--- config.mk ---
export PLATFORM = sky130hd
export DESIGN_NAME = load_store_unit
export DESIGN_NICKNAME = d
export VERILOG_FILES = /design/src/rtl/load_store_unit.sv
export SDC_FILE = /design/constraint.sdc
export NUM_CORES = 1
export LEC_CHECK = 0
export BUFFER_PORTS_ARGS = -buffer_cell sky130_fd_sc_hd__clkbuf_2
export CAP_MARGIN = 20
export CORE_MARGIN = 2
export CORE_UTILIZATION = 44
export DETAILED_ROUTE_END_ITERATION = 10
export PLACE_DENSITY = 0.79
export SYNTH_ARGS = -nofsm -noshare
export SYNTH_HDL_FRONTEND = slang
export SYNTH_SLANG_ARGS = --single-unit
--- constraint.sdc ---
create_clock -name clk -period 3.1 [get_ports clk]
set_clock_uncertainty 0.15 [all_clocks]
set_input_delay 0.62 -clock clk [delete_from_list [all_inputs] [get_ports clk]]
set_output_delay 0.62 -clock clk [all_outputs]
set_load 0.005 [all_outputs]
--- src/rtl/load_store_unit.sv ---
// Load/store unit: initiator side of the data-memory port.
// It takes one request at a time, computes the effective address and checks
// it for legality. A legal request drives the memory strobes for one cycle,
// and a load captures the read data on the following cycle. Every request
// ends with a single-cycle response.
module load_store_unit #(
  parameter int MEM_BYTES = 64
) (
  input  logic        clk,
  input  logic        reset,
  input  logic        req_valid,
  output logic        req_ready,
  input  logic        op_store,
  input  logic [2:0]  funct3,
  input  logic [31:0] base,
  input  logic [31:0] offset,
  input  logic [31:0] store_data,
  output logic        resp_valid,
  output logic [31:0] resp_data,
  output logic [1:0]  fault,
  output logic        mem_write,
  output logic        mem_read,
  output logic [2:0]  xfer_size,
  output logic [31:0] address,
  output logic [31:0] w_data,
  input  logic [31:0] r_data,
  output logic [1:0]  dbg_state
);

  // Handshake: a request transfers on a posedge where req_valid && req_ready.
  // req_ready is high only in IDLE. The upstream stage holds req_valid and
  // the request fields stable until that edge. While req_ready is low,
  // req_valid is ignored.

  typedef enum logic [1:0] {
    IDLE    = 2'd0,
    ISSUE   = 2'd1,
    CAPTURE = 2'd2,
    RESP    = 2'd3
  } state_t;

  localparam logic [31:0] MEM_LIMIT = 32'(MEM_BYTES);

  localparam logic [1:0] FLT_OK      = 2'b00;
  localparam logic [1:0] FLT_MISALGN = 2'b01;
  localparam logic [1:0] FLT_RANGE   = 2'b10;
  localparam logic [1:0] FLT_ILLEGAL = 2'b11;

  state_t      state_q, state_d;
  logic        op_store_q, op_store_d;
  logic [2:0]  funct3_q, funct3_d;
  logic [31:0] addr_q, addr_d;
  logic [2:0]  size_q, size_d;
  logic [31:0] wdata_q, wdata_d;
  logic [1:0]  fault_q, fault_d;
  logic [31:0] result_q, result_d;

  logic [31:0] acc_addr;
  logic [2:0]  acc_size;
  logic        acc_illegal;
  logic        acc_misaligned;
  logic        acc_range;
  logic [1:0]  acc_fault;

  assign acc_addr = base + offset;

  // Decode the incoming request. Illegal encodings take priority over
  // misalignment, and misalignment takes priority over the range check.
  always_comb begin
    acc_size = 3'd4;
    case (funct3[1:0])
      2'b00:   acc_size = 3'd1;
      2'b01:   acc_size = 3'd2;
      default: acc_size = 3'd4;
    endcase
    acc_illegal    = (funct3 == 3'b011) || (funct3 == 3'b110) ||
                     (funct3 == 3'b111) || (op_store && funct3[2]);
    acc_misaligned = ((funct3[1:0] == 2'b01) && acc_addr[0]) ||
                     ((funct3 == 3'b010) && (acc_addr[1:0] != 2'b00));
    acc_range      = (acc_addr >= MEM_LIMIT);
    if (acc_illegal)         acc_fault = FLT_ILLEGAL;
    else if (acc_misaligned) acc_fault = FLT_MISALGN;
    else if (acc_range)      acc_fault = FLT_RANGE;
    else                     acc_fault = FLT_OK;
  end

  // Next-state and request-register updates for the request FSM.
  always_comb begin
    state_d    = state_q;
    op_store_d = op_store_q;
    funct3_d   = funct3_q;
    addr_d     = addr_q;
    size_d     = size_q;
    wdata_d    = wdata_q;
    fault_d    = fault_q;
    result_d   = result_q;
    case (state_q)
      IDLE: begin
        if (req_valid) begin
          op_store_d = op_store;
          funct3_d   = funct3;
          addr_d     = acc_addr;
          size_d     = acc_size;
          wdata_d    = store_data;
          fault_d    = acc_fault;
          result_d   = 32'd0;
          state_d    = (acc_fault != FLT_OK) ? RESP : ISSUE;
        end
      end
      ISSUE: begin
        state_d = op_store_q ? RESP : CAPTURE;
      end
      CAPTURE: begin
        // Memory data arrives sign-extended; unsigned loads clear the upper bits.
        case (funct3_q)
          3'b100:  result_d = {24'd0, r_data[7:0]};
          3'b101:  result_d = {16'd0, r_data[15:0]};
          default: result_d = r_data;
        endcase
        state_d = RESP;
      end
      RESP: begin
        state_d = IDLE;
      end
      default: state_d = IDLE;
    endcase
  end

  // State and request registers. Reset drops any in-flight request.
  always_ff @(posedge clk) begin
    if (reset) begin
      state_q    <= IDLE;
      op_store_q <= 1'b0;
      funct3_q   <= 3'b000;
      addr_q     <= 32'd0;
      size_q     <= 3'd4;
      wdata_q    <= 32'd0;
      fault_q    <= FLT_OK;
      result_q   <= 32'd0;
    end else begin
      state_q    <= state_d;
      op_store_q <= op_store_d;
      funct3_q   <= funct3_d;
      addr_q     <= addr_d;
      size_q     <= size_d;
      wdata_q    <= wdata_d;
      fault_q    <= fault_d;
      result_q   <= result_d;
    end
  end

  // Outputs. The strobes are gated by reset so that no write lands during
  // reset. Faulting requests never enter ISSUE, so they never strobe.
  always_comb begin
    req_ready  = (state_q == IDLE);
    resp_valid = (state_q == RESP);
    resp_data  = (state_q == RESP) ? result_q : 32'd0;
    fault      = (state_q == RESP) ? fault_q : FLT_OK;
    mem_read   = (state_q == ISSUE) && !op_store_q && !reset;
    mem_write  = (state_q == ISSUE) && op_store_q && !reset;
    address    = addr_q;
    xfer_size  = size_q;
    w_data     = wdata_q;
    dbg_state  = state_q;
  end

endmodule

==> flow_metrics.py, run 1 <==
metrics = {
    "power_and_ir_drop": {
        "p_leak_nw": 3.84,
        "power.total_mw": 5.03,
        "p_per_area_nw_per_um2": 605,
        "ir_drop_v": 0.000363,
    },
    "cells_and_area": {
        "diodes": 0,
        "final_cells": 1240,
        "mostFrequentLayoutCells": "238 x clkbuf_2, 137 x nand2_1, 107 x dfxtp_1",
        "area_growth_pct": 38.2,
        "fin_nets": 1230,
        "fillers": 1193,
        "drive_above_1_share_pct": 35.6,
        "final_common_cell": "clkbuf_2",
        "final_cell_area_sq_um": 8320,
    },
    "run_status": {
        "violations": "negative setup slack",
        "status": "complete, but fails checks",
    },
    "clock_tree": {
        "cts.clk_slew.worst_paths_ns": 0.07,
        "clock_sinks": 107,
        "clockBufferDepth": 2,
        "clock_latency_ns": 0.34,
        "numCtsBuffers": 9,
        "cts_hold_buf": 0,
        "clockRootBuffer": "clkbuf_16",
        "cts_max_level": 3,
        "cts_tree": "built",
    },
    "critical_path": {
        "worstPathArrival_ns": 3.17,
        "cp.required_ns": 3.15,
        "rrSetupSlack_ns": 0.76,
        "cp-start-kind": "input pin",
        "crit_type": "input pin to flop",
        "ff2ff_path_depth": 7,
        "critPathCaptureType": "flop",
        "crit_fanout": 4,
    },
    "route": {
        "route.vias.total": 6519,
        "viasPerCell": 5.26,
        "drt-initial-drc-count": 309,
        "ant_nets": 0,
        "drtPass1Iterations": 5,
        "drc": 0,
        "wl_per_cell_um": 14.2,
        "totalWireLength_um": 17700,
    },
    "die": {
        "initial_core_util_pct": 45.3,
        "fp.dieW_um": 121,
        "die-area_sq_um": 14600,
        "io_pins": 242,
        "core_sq_um": 13300,
        "die_h_um": 121,
        "rows": 42,
    },
    "synthesis": {
        "synth_warnings": 0,
        "synth_top_family_by_area": "compound AO/OA/AOI/OAI gates",
        "synth-edff-count": 0,
        "synth-compound-area-share_pct": 24.8,
        "yosysSeqAreaShare_pct": 35.6,
        "synth_xor_area_share_pct": 3.93,
        "synth.area.top_cells": "dfxtp_1 36%, nand2_1 8.6%, a21oi_1 8.3%, ha_1 7.3%, nor2_1 5.2%",
        "synth_top_area_cell": "dfxtp_1",
        "synthFlopType": "dfxtp_1",
        "netlist_instances": 777,
        "avgSynthCellArea_sq_um": 7.75,
        "syn-cell-area_sq_um": 6020,
        "synth_top_area_share_pct": 35.6,
        "synth_cell_types": 62,
        "synthAdderAreaFrac_pct": 7.61,
        "synth-async-reset-ratio_pct": 0,
        "ys_seq_elements": 107,
        "synth-simple-area-share_pct": 23.7,
        "synth_nets": 948,
        "muxShareOfSynthArea_pct": 0,
    },
    "grt": {
        "grt_usage_pct": 22.9,
        "grt_first_pass_wirelength_um": 27600,
        "grt-ovfl-total": 0,
        "first_global_vias": 5958,
        "grt_start_max_net_pins": 73,
        "grt_antenna_before_repair": 0,
    },
    "min_path": {
        "holdPathStages": 2,
        "hold_path.class": "flop to flop",
    },
    "placement": {
        "pre_cts_slack_ns": -0.364,
        "dp.cells": 1223,
        "gp_congestion": 0.903,
        "hpwl_um": 13800,
        "dpl_cell_area_sq_um": 7850,
        "portBuffers": 241,
    },
    "sta": {
        "worst_pin_slew_ns": 0.789,
        "timing.slew.headroom_pct": 47.1,
        "hold_viol": 0,
        "finalCritPeriodShare_pct": 101,
        "setup_viol": 1,
        "rsz0062_at_grt": "true",
        "worst_slack_ns": -0.0182,
        "max_freq_mhz": 321,
        "min_period_ns": 3.12,
        "drv_slew": 0,
        "setup_tns_ns": -0.0182,
    },
    "job": {
        "drv_cap": 0,
    },
}
## area by class of cell
class                           count  area, sq um  area share, %
Sequential cell                   107         2140           25.7
Clock buffer                       10          229           2.75
Timing Repair Buffer              321         1830           21.9
Tap cell                          176          220           2.65
Clock inverter                      6         72.6          0.872
Multi-Input combinational cell    606         3780           45.4
Inverter                           14         52.6          0.632
## synth_stat cells (all sizes together) (6+ instances only)
master and number:
nand2 138, a21oi 107, dfxtp 107, nor2 83, clkbuf 41, and2 38, ha 35, a22oi 33
o21ai 26, xnor2 19, inv 14, a211oi 13, a21o 10, buf 9, nand4 8, nor3 8
xor2 8, nor2b 7, nand3 6, o211ai 6
## layer usage
| metal | vias up | part of all wire (%) | track usage (%) |
|---|---|---|---|
| li1 | 3277 | - | - |
| met2 | 249 | 49 | 40.7 |
| met4 | 0 | 2.2 | 6.90 |
| met5 | - | 0 | 0 |
| met1 | 2963 | 42 | 28.9 |
| met3 | 30 | 6.7 | 2.91 |
## critical path, cell delays in order
cell,delay (ns)
buf_6,0.07
ha_4,0.13
inv_2,0.04
fa_2,0.38
nor2b_4,0.18
o2111a_2,0.28
o211ai_4,0.13
a311oi_4,0.38
a21oi_2,0.12
o21ai_2,0.16
xnor2_1,0.15
nand4_1,0.20
o31ai_2,0.23
a211oi_1,0.09
## repair_timing
action,in CTS,in global routing
pin swaps,0,23
gates resized for setup,2,27
setup endpoints to repair,1,2
setup buffers,0,2
## where the power goes
part | internal [mW] | leakage (nW) | switching, mW | total, mW
combinational | 0.857 | 2.81 | 1.21 | 2.06
clock | 0.639 | 0.149 | 0.511 | 1.15
sequential | 1.65 | 0.874 | 0.163 | 1.82
## final timing paths
| check | from | end |
|---|---|---|
| max | base[0] | fault_q[1] |
| min | address[31] | address[31] |
| max reg2reg | dbg_state[0] | result_q[8] |
| min reg2reg | address[31] | address[31] |
## registers in the layout (all words and copies together) (netlist names)
register    count
funct3_q        3
dbg_state       2
address        32
w_data         32
op_store_q      1
fault_q         2
result_q       32
xfer_size       3
## stage by stage
stage               hold slack (ns)  util, %
global placement              0.291     59.1
CTS                           0.305     61.4
global route                  0.326     62.6
detailed placement            0.296     59.1
floorplan                     0.286        -
finish                        0.304     62.6
## logic make-up after synthesis
kind of cell / after synthesis
AOI/OAI and AO/OA: 230
xor gates and xnor gates: 27
adders and majority gates: 36
buffers and inverters: 64
DFF: 107
and+or+nand+nor: 313
No activity file was read; power rests on OpenSTA's default activity.
==> run 2, diff against run 1 <==
--- a/config.mk
+++ b/config.mk
@@ -5,12 +5,13 @@
 export SDC_FILE = /design/constraint.sdc
 export NUM_CORES = 1
 export LEC_CHECK = 0
+export ABC_CLOCK_PERIOD_IN_PS = 3450
 export BUFFER_PORTS_ARGS = -buffer_cell sky130_fd_sc_hd__clkbuf_2
 export CAP_MARGIN = 20
 export CORE_MARGIN = 2
-export CORE_UTILIZATION = 44
+export CORE_UTILIZATION = 49
 export DETAILED_ROUTE_END_ITERATION = 10
-export PLACE_DENSITY = 0.79
+export PLACE_DENSITY = 0.83
 export SYNTH_ARGS = -nofsm -noshare
 export SYNTH_HDL_FRONTEND = slang
 export SYNTH_SLANG_ARGS = --single-unit
==> constraint.sdc (replaced) <==
create_clock -name clk -period 3.45 [get_ports clk]
set_clock_uncertainty 0.15 [all_clocks]
set_input_delay 0.69 -clock clk [delete_from_list [all_inputs] [get_ports clk]]
set_output_delay 0.69 -clock clk [all_outputs]
set_load 0.005 [all_outputs]
==> run 2 against run 1 <==
  * The run now ends clean
  * Sequential power down 10%
  * Non-clock buffer count down 28
  * Register-to-register slack better by 0.30 ns
  * First-iteration DRC count up 36%
==> flow_metrics.py, run 2 (synthesis results as in run 1) <==
metrics = {
    "clock_tree": {
        "clockRootBuffer": "clkbuf_16",
        "cts_tree": "built",
        "clockBufferDepth": 2,
        "clock_sinks": 107,
        "cts_max_level": 3,
        "numCtsBuffers": 9,
        "cts.clk_slew.worst_paths_ns": 0.07,
        "cts_hold_buf": 0,
        "clock_latency_ns": 0.33,
    },
    "sta": {
        "setup_tns_ns": 0,
        "worst_pin_slew_ns": 0.959,
        "min_period_ns": 3.32,
        "hold_viol": 0,
        "setup_viol": 0,
        "finalCritPeriodShare_pct": 96.3,
        "max_freq_mhz": 301,
        "timing.slew.headroom_pct": 36.1,
        "drv_slew": 0,
    },
    "die": {
        "die-area_sq_um": 13200,
        "fp.dieW_um": 115,
        "core_sq_um": 12000,
        "initial_core_util_pct": 50.1,
        "io_pins": 242,
        "rows": 40,
        "die_h_um": 115,
    },
    "critical_path": {
        "critPathCaptureType": "flop",
        "crit_fanout": 4,
        "cp.required_ns": 3.48,
        "crit_type": "input pin to flop",
        "worstPathArrival_ns": 3.35,
        "cp-start-kind": "input pin",
    },
    "route": {
        "drtPass1Iterations": 5,
        "ant_nets": 0,
        "route.vias.total": 6373,
        "drt-initial-drc-count": 419,
        "totalWireLength_um": 17300,
        "viasPerCell": 5.39,
        "wl_per_cell_um": 14.6,
        "drc": 0,
    },
    "min_path": {
        "hold_path.class": "flop to flop",
    },
    "placement": {
        "gp_congestion": 0.921,
        "portBuffers": 241,
        "dp.cells": 1166,
        "dpl_cell_area_sq_um": 7600,
        "hpwl_um": 13300,
    },
    "grt": {
        "grt_first_pass_wirelength_um": 26600,
        "grt_antenna_before_repair": 0,
        "grt_usage_pct": 25.0,
        "first_global_vias": 5667,
        "grt_start_max_net_pins": 89,
        "grt-ovfl-total": 0,
    },
    "power_and_ir_drop": {
        "ir_drop_v": 0.000235,
        "p_per_area_nw_per_um2": 562,
        "power.total_mw": 4.47,
        "p_leak_nw": 3.70,
    },
    "cells_and_area": {
        "mostFrequentLayoutCells": "240 x clkbuf_2, 137 x nand2_1, 107 x dfxtp_1",
        "final_cell_area_sq_um": 7940,
        "drive_above_1_share_pct": 32.5,
        "final_cells": 1183,
        "diodes": 0,
        "area_growth_pct": 31.9,
        "fin_nets": 1202,
        "final_common_cell": "clkbuf_2",
        "finish.utilization_pct": 66.1,
    },
    "run_status": {
        "status": "completed",
    },
    "job": {
        "drv_cap": 0,
    },
}
-- run 2: cell types whose count changed in the layout (fill, tap and decap cells not counted), sizes merged --
cell,before,now
buf,83,53
clkbuf,248,249
clkinv,2,3
-- run 2: routing by layer --
layer | wire length (um) | GRT usage (%) | vias up
met2 | 8550 | 43.2 | 240
met3 | 1110 | 3.53 | 29
li1 | - | - | 3222
met4 | 372 | 9.72 | 0
met5 | 0 | 0 | -
met1 | 7260 | 31.6 | 2882
-- run 2: per-stage QoR --
step / hold slack [ns] / setup slack (ns)
after floorplan: 0.286 / 0.114
final: 0.305 / 0.128
after detailed placement: 0.296 / -0.302
after CTS: 0.306 / 0.0497
after global routing: 0.320 / -0.0559
after global placement: 0.291 / -0.140
-- run 2: path summary, 6_finish.rpt --
check | startpoint | end | slack (ns) | cells after the start
max | offset[0] | dbg_state[1] | 0.13 | 14
min | w_data[2] | w_data[2] | 0.31 | 2
max reg2reg | dbg_state[1] | address[10] | 1.06 | 6
min reg2reg | w_data[2] | w_data[2] | 0.31 | 2
-- run 2: critical path, cell delays in order --
cell,delay [ns]
clkbuf_2,0.08
ha_1,0.17
inv_1,0.06
fa_1,0.42
nor2b_4,0.15
o2111ai_1,0.14
a21oi_2,0.24
o41ai_1,0.11
a221oi_2,0.28
xnor2_1,0.18
nor4b_2,0.23
nand4b_1,0.20
nor4_2,0.31
a211oi_1,0.08
-- run 2: what timing repair did --
item,CTS,global route
endpoints found under the setup margin,0,2
setup buffers,0,1
gates resized for setup,0,4
-- run 2: final cells by class --
| class | count | area, sq um |
|---|---|---|
| Fill cell | 1044 | 4070 |
| Multi-Input combinational cell | 606 | 3650 |
| Sequential cell | 107 | 2140 |
| Timing Repair Buffer | 293 | 1610 |
| Clock buffer | 9 | 225 |
| Tap cell | 147 | 184 |
| Clock inverter | 7 | 81.3 |
| Inverter | 14 | 52.6 |
-- run 2: report_power, final --
part | total (mW) | switching (mW) | internal, mW
combinational | 1.79 | 1.06 | 0.722
sequential | 1.63 | 0.141 | 1.49
clock | 1.05 | 0.479 | 0.575
total | 4.47 | 1.68 | 2.78
